$ cat src/rtl/decode_stage.sv
// RV32I decode stage: field extraction, immediate generation, register-file
// read, RAW scoreboard and a single ID/EX pipeline register with valid/ready.
// Optional feature: define ID_WB_BYPASS_EN to forward writeback data into the
// operands and let the forwarded register resolve its pending hazard.
module decode_stage (
  input  logic        clk,
  input  logic        rst,
  // Fetch side
  input  logic        if_valid,
  output logic        if_ready,
  input  logic [31:0] if_instr,
  input  logic [31:0] if_pc,
  // Register-file read side
  output logic [4:0]  rf_src1,
  output logic [4:0]  rf_src2,
  input  logic [31:0] rf_read1,
  input  logic [31:0] rf_read2,
  // Writeback side
  input  logic        wb_valid,
  input  logic [4:0]  wb_dest,
  input  logic [31:0] wb_data,
  // Execute side
  output logic        ex_valid,
  input  logic        ex_ready,
  output logic [31:0] ex_pc,
  output logic [31:0] ex_op1,
  output logic [31:0] ex_op2,
  output logic [31:0] ex_imm,
  output logic [4:0]  ex_dest,
  output logic        ex_reg_write,
  output logic [6:0]  ex_opcode,
  output logic [2:0]  ex_funct3,
  output logic        ex_funct7b,
  output logic        ex_illegal,
  input  logic        flush
);

  typedef enum logic [2:0] {FmtR, FmtI, FmtS, FmtB, FmtU, FmtJ, FmtIll} fmt_e;

  logic [6:0]  opcode;
  logic [4:0]  rs1, rs2, rd;
  fmt_e        fmt;
  logic [31:0] imm;
  logic        use_rs1, use_rs2, reg_write;
  logic        byp1, byp2;
  logic [31:0] op1, op2;
  logic        hazard;
  logic        accept, handoff;

  logic        ex_valid_q, ex_valid_d;
  logic [31:0] pending_q, pending_d;
  logic [31:0] ex_pc_q, ex_op1_q, ex_op2_q, ex_imm_q;
  logic [4:0]  ex_dest_q;
  logic        ex_reg_write_q;
  logic [6:0]  ex_opcode_q;
  logic [2:0]  ex_funct3_q;
  logic        ex_funct7b_q, ex_illegal_q;

  assign opcode  = if_instr[6:0];
  assign rd      = if_instr[11:7];
  assign rs1     = if_instr[19:15];
  assign rs2     = if_instr[24:20];
  assign rf_src1 = rs1;
  assign rf_src2 = rs2;

  // Opcode classification into instruction format
  always_comb begin
    fmt = FmtIll;
    case (opcode)
      7'b0110011:                         fmt = FmtR;
      7'b0000011, 7'b0010011, 7'b1100111: fmt = FmtI;
      7'b0100011:                         fmt = FmtS;
      7'b1100011:                         fmt = FmtB;
      7'b0110111, 7'b0010111:             fmt = FmtU;
      7'b1101111:                         fmt = FmtJ;
      default:                            fmt = FmtIll;
    endcase
  end

  // Immediate generation and source/destination usage per format
  always_comb begin
    imm       = '0;
    use_rs1   = 1'b0;
    use_rs2   = 1'b0;
    reg_write = 1'b0;
    unique case (fmt)
      FmtR: begin
        use_rs1   = 1'b1;
        use_rs2   = 1'b1;
        reg_write = (rd != '0);
      end
      FmtI: begin
        imm       = {{20{if_instr[31]}}, if_instr[31:20]};
        use_rs1   = 1'b1;
        reg_write = (rd != '0);
      end
      FmtS: begin
        imm     = {{20{if_instr[31]}}, if_instr[31:25], if_instr[11:7]};
        use_rs1 = 1'b1;
        use_rs2 = 1'b1;
      end
      FmtB: begin
        imm     = {{19{if_instr[31]}}, if_instr[31], if_instr[7], if_instr[30:25],
                   if_instr[11:8], 1'b0};
        use_rs1 = 1'b1;
        use_rs2 = 1'b1;
      end
      FmtU: begin
        imm       = {if_instr[31:12], 12'b0};
        reg_write = (rd != '0);
      end
      FmtJ: begin
        imm       = {{11{if_instr[31]}}, if_instr[31], if_instr[19:12], if_instr[20],
                     if_instr[30:21], 1'b0};
        reg_write = (rd != '0);
      end
      default: ;
    endcase
  end

`ifdef ID_WB_BYPASS_EN
  // Writeback in the same cycle supplies the operand directly
  assign byp1 = wb_valid && (wb_dest == rs1) && (rs1 != '0);
  assign byp2 = wb_valid && (wb_dest == rs2) && (rs2 != '0);
`else
  logic unused_wb_data;
  assign byp1           = 1'b0;
  assign byp2           = 1'b0;
  assign unused_wb_data = ^wb_data;
`endif

  // Operand select: x0 and unused sources read as zero
  always_comb begin
    op1 = '0;
    op2 = '0;
    if (use_rs1 && rs1 != '0) op1 = byp1 ? wb_data : rf_read1;
    if (use_rs2 && rs2 != '0) op2 = byp2 ? wb_data : rf_read2;
  end

  // RAW hazard: outstanding writer in the scoreboard or sitting in ID/EX
  always_comb begin
    hazard = 1'b0;
    if (use_rs1 && rs1 != '0) begin
      if ((pending_q[rs1] && !byp1) ||
          (ex_valid_q && ex_reg_write_q && ex_dest_q == rs1)) hazard = 1'b1;
    end
    if (use_rs2 && rs2 != '0) begin
      if ((pending_q[rs2] && !byp2) ||
          (ex_valid_q && ex_reg_write_q && ex_dest_q == rs2)) hazard = 1'b1;
    end
  end

  assign if_ready = (!ex_valid_q || ex_ready) && !hazard && !flush;
  assign accept   = if_valid && if_ready;
  assign handoff  = ex_valid_q && ex_ready && !flush;

  // Next-state for the valid flag and the pending scoreboard
  always_comb begin
    ex_valid_d = ex_valid_q;
    if (flush)        ex_valid_d = 1'b0;
    else if (accept)  ex_valid_d = 1'b1;
    else if (handoff) ex_valid_d = 1'b0;

    pending_d = pending_q;
    if (wb_valid && wb_dest != '0) pending_d[wb_dest] = 1'b0;
    // Set after clear so a same-cycle issue of the same register wins
    if (handoff && ex_reg_write_q) pending_d[ex_dest_q] = 1'b1;
  end

  // ID/EX register and scoreboard state
  always_ff @(posedge clk or negedge rst) begin
    if (!rst) begin
      ex_valid_q     <= 1'b0;
      pending_q      <= '0;
      ex_pc_q        <= '0;
      ex_op1_q       <= '0;
      ex_op2_q       <= '0;
      ex_imm_q       <= '0;
      ex_dest_q      <= '0;
      ex_reg_write_q <= 1'b0;
      ex_opcode_q    <= '0;
      ex_funct3_q    <= '0;
      ex_funct7b_q   <= 1'b0;
      ex_illegal_q   <= 1'b0;
    end else begin
      ex_valid_q <= ex_valid_d;
      pending_q  <= pending_d;
      if (accept) begin
        ex_pc_q        <= if_pc;
        ex_op1_q       <= op1;
        ex_op2_q       <= op2;
        ex_imm_q       <= imm;
        ex_dest_q      <= reg_write ? rd : 5'd0;
        ex_reg_write_q <= reg_write;
        ex_opcode_q    <= opcode;
        ex_funct3_q    <= if_instr[14:12];
        ex_funct7b_q   <= if_instr[30];
        ex_illegal_q   <= (fmt == FmtIll);
      end
    end
  end

  assign ex_valid     = ex_valid_q;
  assign ex_pc        = ex_pc_q;
  assign ex_op1       = ex_op1_q;
  assign ex_op2       = ex_op2_q;
  assign ex_imm       = ex_imm_q;
  assign ex_dest      = ex_dest_q;
  assign ex_reg_write = ex_reg_write_q;
  assign ex_opcode    = ex_opcode_q;
  assign ex_funct3    = ex_funct3_q;
  assign ex_funct7b   = ex_funct7b_q;
  assign ex_illegal   = ex_illegal_q;

endmodule

$ cat config.mk
export PLATFORM = sky130hd
export DESIGN_NAME = decode_stage
export DESIGN_NICKNAME = d
export VERILOG_FILES = /design/src/rtl/decode_stage.sv
export SDC_FILE = /design/constraint.sdc
export NUM_CORES = 1
export LEC_CHECK = 0
export CAP_MARGIN = 10
export CORE_AREA = 2 2 128 130
export DETAILED_ROUTE_END_ITERATION = 12
export DIE_AREA = 0 0 130 132
export DONT_BUFFER_PORTS = 1
export MAX_ROUTING_LAYER = met4
export PLACE_DENSITY_LB_ADDON = 0.15
export SLEW_MARGIN = 15
export SYNTH_ARGS = -nofsm -noshare
export SYNTH_HDL_FRONTEND = slang
export SYNTH_SLANG_ARGS = --single-unit
$ cat constraint.sdc
create_clock -name clk -period 11.85 [get_ports clk]
set_input_delay 2.37 -clock clk [delete_from_list [all_inputs] [get_ports clk]]
set_output_delay 2.37 -clock clk [all_outputs]
set_load 0.02 [all_outputs]
==> out/qor.csv <==
stage,metric,value,unit
critical_path,CP required,9480,ps
floorplanning,die width,130,um
clock_network,Post-CTS Hold Fix Bufs,0,
timing,final slew viol count,0,
timing,achievable frequency,141,MHz
worst_hold_path,Hold Crit Depth,1,
floorplanning,Die H,132,um
timing,final setup fails,0,
floorplanning,Initial Utilization,0.535,
routing,DRT iter0 DRCs,401,
critical_path,"Slowest-stage cell, CP",o21ai_1,
clock_network,Worst-Skew Late Latency,430,ps
synthesis,post-synthesis sequential area ratio,0.533,
routing,ANT nets after route,0,
clock_network,setup repair bufs after CTS,0,
synthesis,post-synth top area cell,dfrtp_1,
final_layout,layout cells sized above 1,0.194,
synthesis,Yosys cell types,58,
synthesis,Post-Syn Instances,703,
grt,initial antenna violation count,0,
timing,period utilization,0.600,
timing,Worst-Margin Slew,1120,ps
routing,vias,5942,
final_layout,Antenna Cells,0,
clock_network,post_cts resized,0,
clock_network,htree depth,4,
timing,PnR worst setup slack,4740,ps
critical_path,Crit Path Max Fanout,10,
grt,vias in the first global route,6193,
power_and_ir_drop,VDD IR max,99.9,uV
critical_path,reg2reg path depth,7,
synthesis,"top cells by count, synth","dfrtp_1 (179), o21ai_0 (71), nand3_1 (51)",
clock_network,CTS tree,built,
synthesis,async set-reset flop share out of synthesis,1.00,
final_layout,Final Instance Count excl. Fillers,893,
synthesis,"Top FF cell, synth",dfrtp_1,
synthesis,Mapped Area,8410,um^2
final_layout,cell area after layout,8970,um^2
critical_path,crit path kind,in2out,
job,MaxCap Viol Count,0,
floorplanning,Die ar.,17200,um^2
floorplanning,Rows,46,
critical_path,crit path cell chain,and4b_1 -> o2111ai_1 -> ha_1 -> nor2b_1 -> o21a_1 -> a2111oi_1 -> o21ai_1 -> o22ai_4 -> inv_1,
clock_network,clock net sink count,179,
timing,fin crit period,7110,ps
floorplanning,Core Area,15700,um^2
floorplanning,Ports,329,
clock_network,"Reg clk slew, reported paths",60,ps
grt,grt ovf,0,
placement,routability cong.,0.907,
clock_network,root buffer cell,clkbuf_16,
synthesis,ranking of synthesized cells by area,"dfrtp_1 (53%), mux2_2 (6.2%), o2bb2ai_1 (4.3%)",
final_layout,number of nets in the layout,837,
synthesis,Post-synth EDFFs,0,
grt,GR Util All Layers,0.271,
worst_hold_path,worst hold path class,reg2reg,
critical_path,max incr delay on CP,570,ps
routing,via/cell ratio,6.65,
synthesis,top-count cell post-synth,dfrtp_1,
routing,# DRC,0,
synthesis,Syn Nets,876,
timing,RSZ-0062 raised after global routing,no,
routing,WL final,22.4,mm
outcome,outcome,completed,
placement,post-place setup slack,4750,ps
timing,final hold vios,0,
critical_path,Worst setup SP type,input pin,
placement,IO Port Bufs,0,
synthesis,register bit total from synthesis,179,
timing,setup TNS,0,ps
timing,final clock skew,14.3,ps
final_layout,total area of sequential cells,4480,um^2
placement,Placed Area,8390,um^2
synthesis,yosys warns,0,
grt,largest net degree at the start of global routing,180,
synthesis,"Avg Cell Area, Syn",12.0,um^2
final_layout,Layout Area Growth over Synthesis,6.69,%
clock_network,clock buffers created by TritonCTS,17,
power_and_ir_drop,Pwr per Cell Area,157,nW/um^2
routing,wire per inst,25.1,um
placement,HPWL Detailed,15.6,mm
final_layout,Multi-input gate area,3480,um^2
placement,Cells after DPL,861,
synthesis,Synth top area share,0.533,
critical_path,Crit. End Element,primary output,
power_and_ir_drop,Leakage,0.00366,uW
routing,DRT Pass-1 Iters,4,
critical_path,Worst EP arrival,4740,ps
timing,Slew HR,0.248,
grt,wire length of the first global-routing pass,34.8,mm
final_layout,Fillers,1270,
timing,WHS,507,ps
clock_network,Clock Path Buffers,2,
[through the flow]
| stage | utilization | power [uW] |
|---|---|---|
| final | 0.571 | 1410 |
| after global routing | 0.571 | 1470 |
| after CTS | 0.571 | 1430 |
| after detailed placement | 0.534 | 868 |
| after global placement | 0.534 | 862 |
| after floorplan | - | 852 |
[where the power goes]
part,internal (uW),switching [uW]
sequential,655,88.3
clock,300,256
combinational,56.4,56.0
[cells by family (layout without fill, tap and decap cells)]
logic type / after synthesis / in the layout / share of synthesized area
compound gates: 226 / 226 / 0.199
fa+ha+maj: 2 / 2 / 0.00297
simple gates: 118 / 118 / 0.0806
mux: 73 / 73 / 0.116
flops: 179 / 179 / 0.533
xor+xnor: 10 / 10 / 0.0104
buf+inv: 95 / 69 / 0.0580
[worst max-delay path, delay by kind of cell]
| kind | cells | cell delay, ps |
|---|---|---|
| AOI/OAI and AO/OA | 5 | 1420 |
| adders and majority gates | 1 | 370 |
| buffers and inverters | 1 | 200 |
| and+or+nand+nor | 2 | 360 |
[state kept, by name (all words and copies together), names as in the netlist]
register      count
ex_valid          1
ex_funct3         3
ex_funct7b        1
pending_q        32
ex_illegal        1
ex_opcode         7
ex_imm           32
ex_op1           32
ex_op2           32
ex_reg_write      1
ex_dest           5
ex_pc            32
[per-layer routing]
layer  vias up  GRT usage  wire length, um
li1       2573          -                -
met1      3030      0.319             8490
met2       288      0.439            11200
met3        51     0.0856             2060
met4         0     0.0908              659
met5         -          -                0
[final timing paths]
kind                               from            to  slack, ps
max                         if_instr[6]      if_ready       4740
min                        pending_q[0]  pending_q[0]        510
max reg2reg                pending_q[1]     ex_pc[11]       8280
min reg2reg                pending_q[0]  pending_q[0]        510
max in group asynchronous           rst    ex_dest[4]       9820
min in group asynchronous           rst    ex_imm[13]       1630
[area by class of cell]
| class | count | area share |
|---|---|---|
| Sequential cell | 179 | 0.499 |
| Multi-Input combinational cell | 429 | 0.387 |
| Clock buffer | 18 | 0.0478 |
| Tap cell | 216 | 0.0301 |
| Clock inverter | 14 | 0.0174 |
| Inverter | 31 | 0.0130 |
| Timing Repair Buffer | 6 | 0.00502 |
[layout by cell type, fill, tap and decap left out, drive strengths merged, types with 6 or more instances in the layout]
cell type	netlist	final
nor2	9	9
clkbuf	25	18
inv	31	39
nor2b	6	6
nand3b	10	10
xnor2	9	9
mux2	50	50
dfrtp	179	179
o21a	6	6
o2bb2ai	41	41
mux2i	10	10
a22o	33	33
mux4	13	13
a21oi	21	21
o32ai	25	25
o21ai	73	73
nand3	51	51
nand2	10	10
buf	39	6
Note: power is estimated with default switching activity, not from simulation.
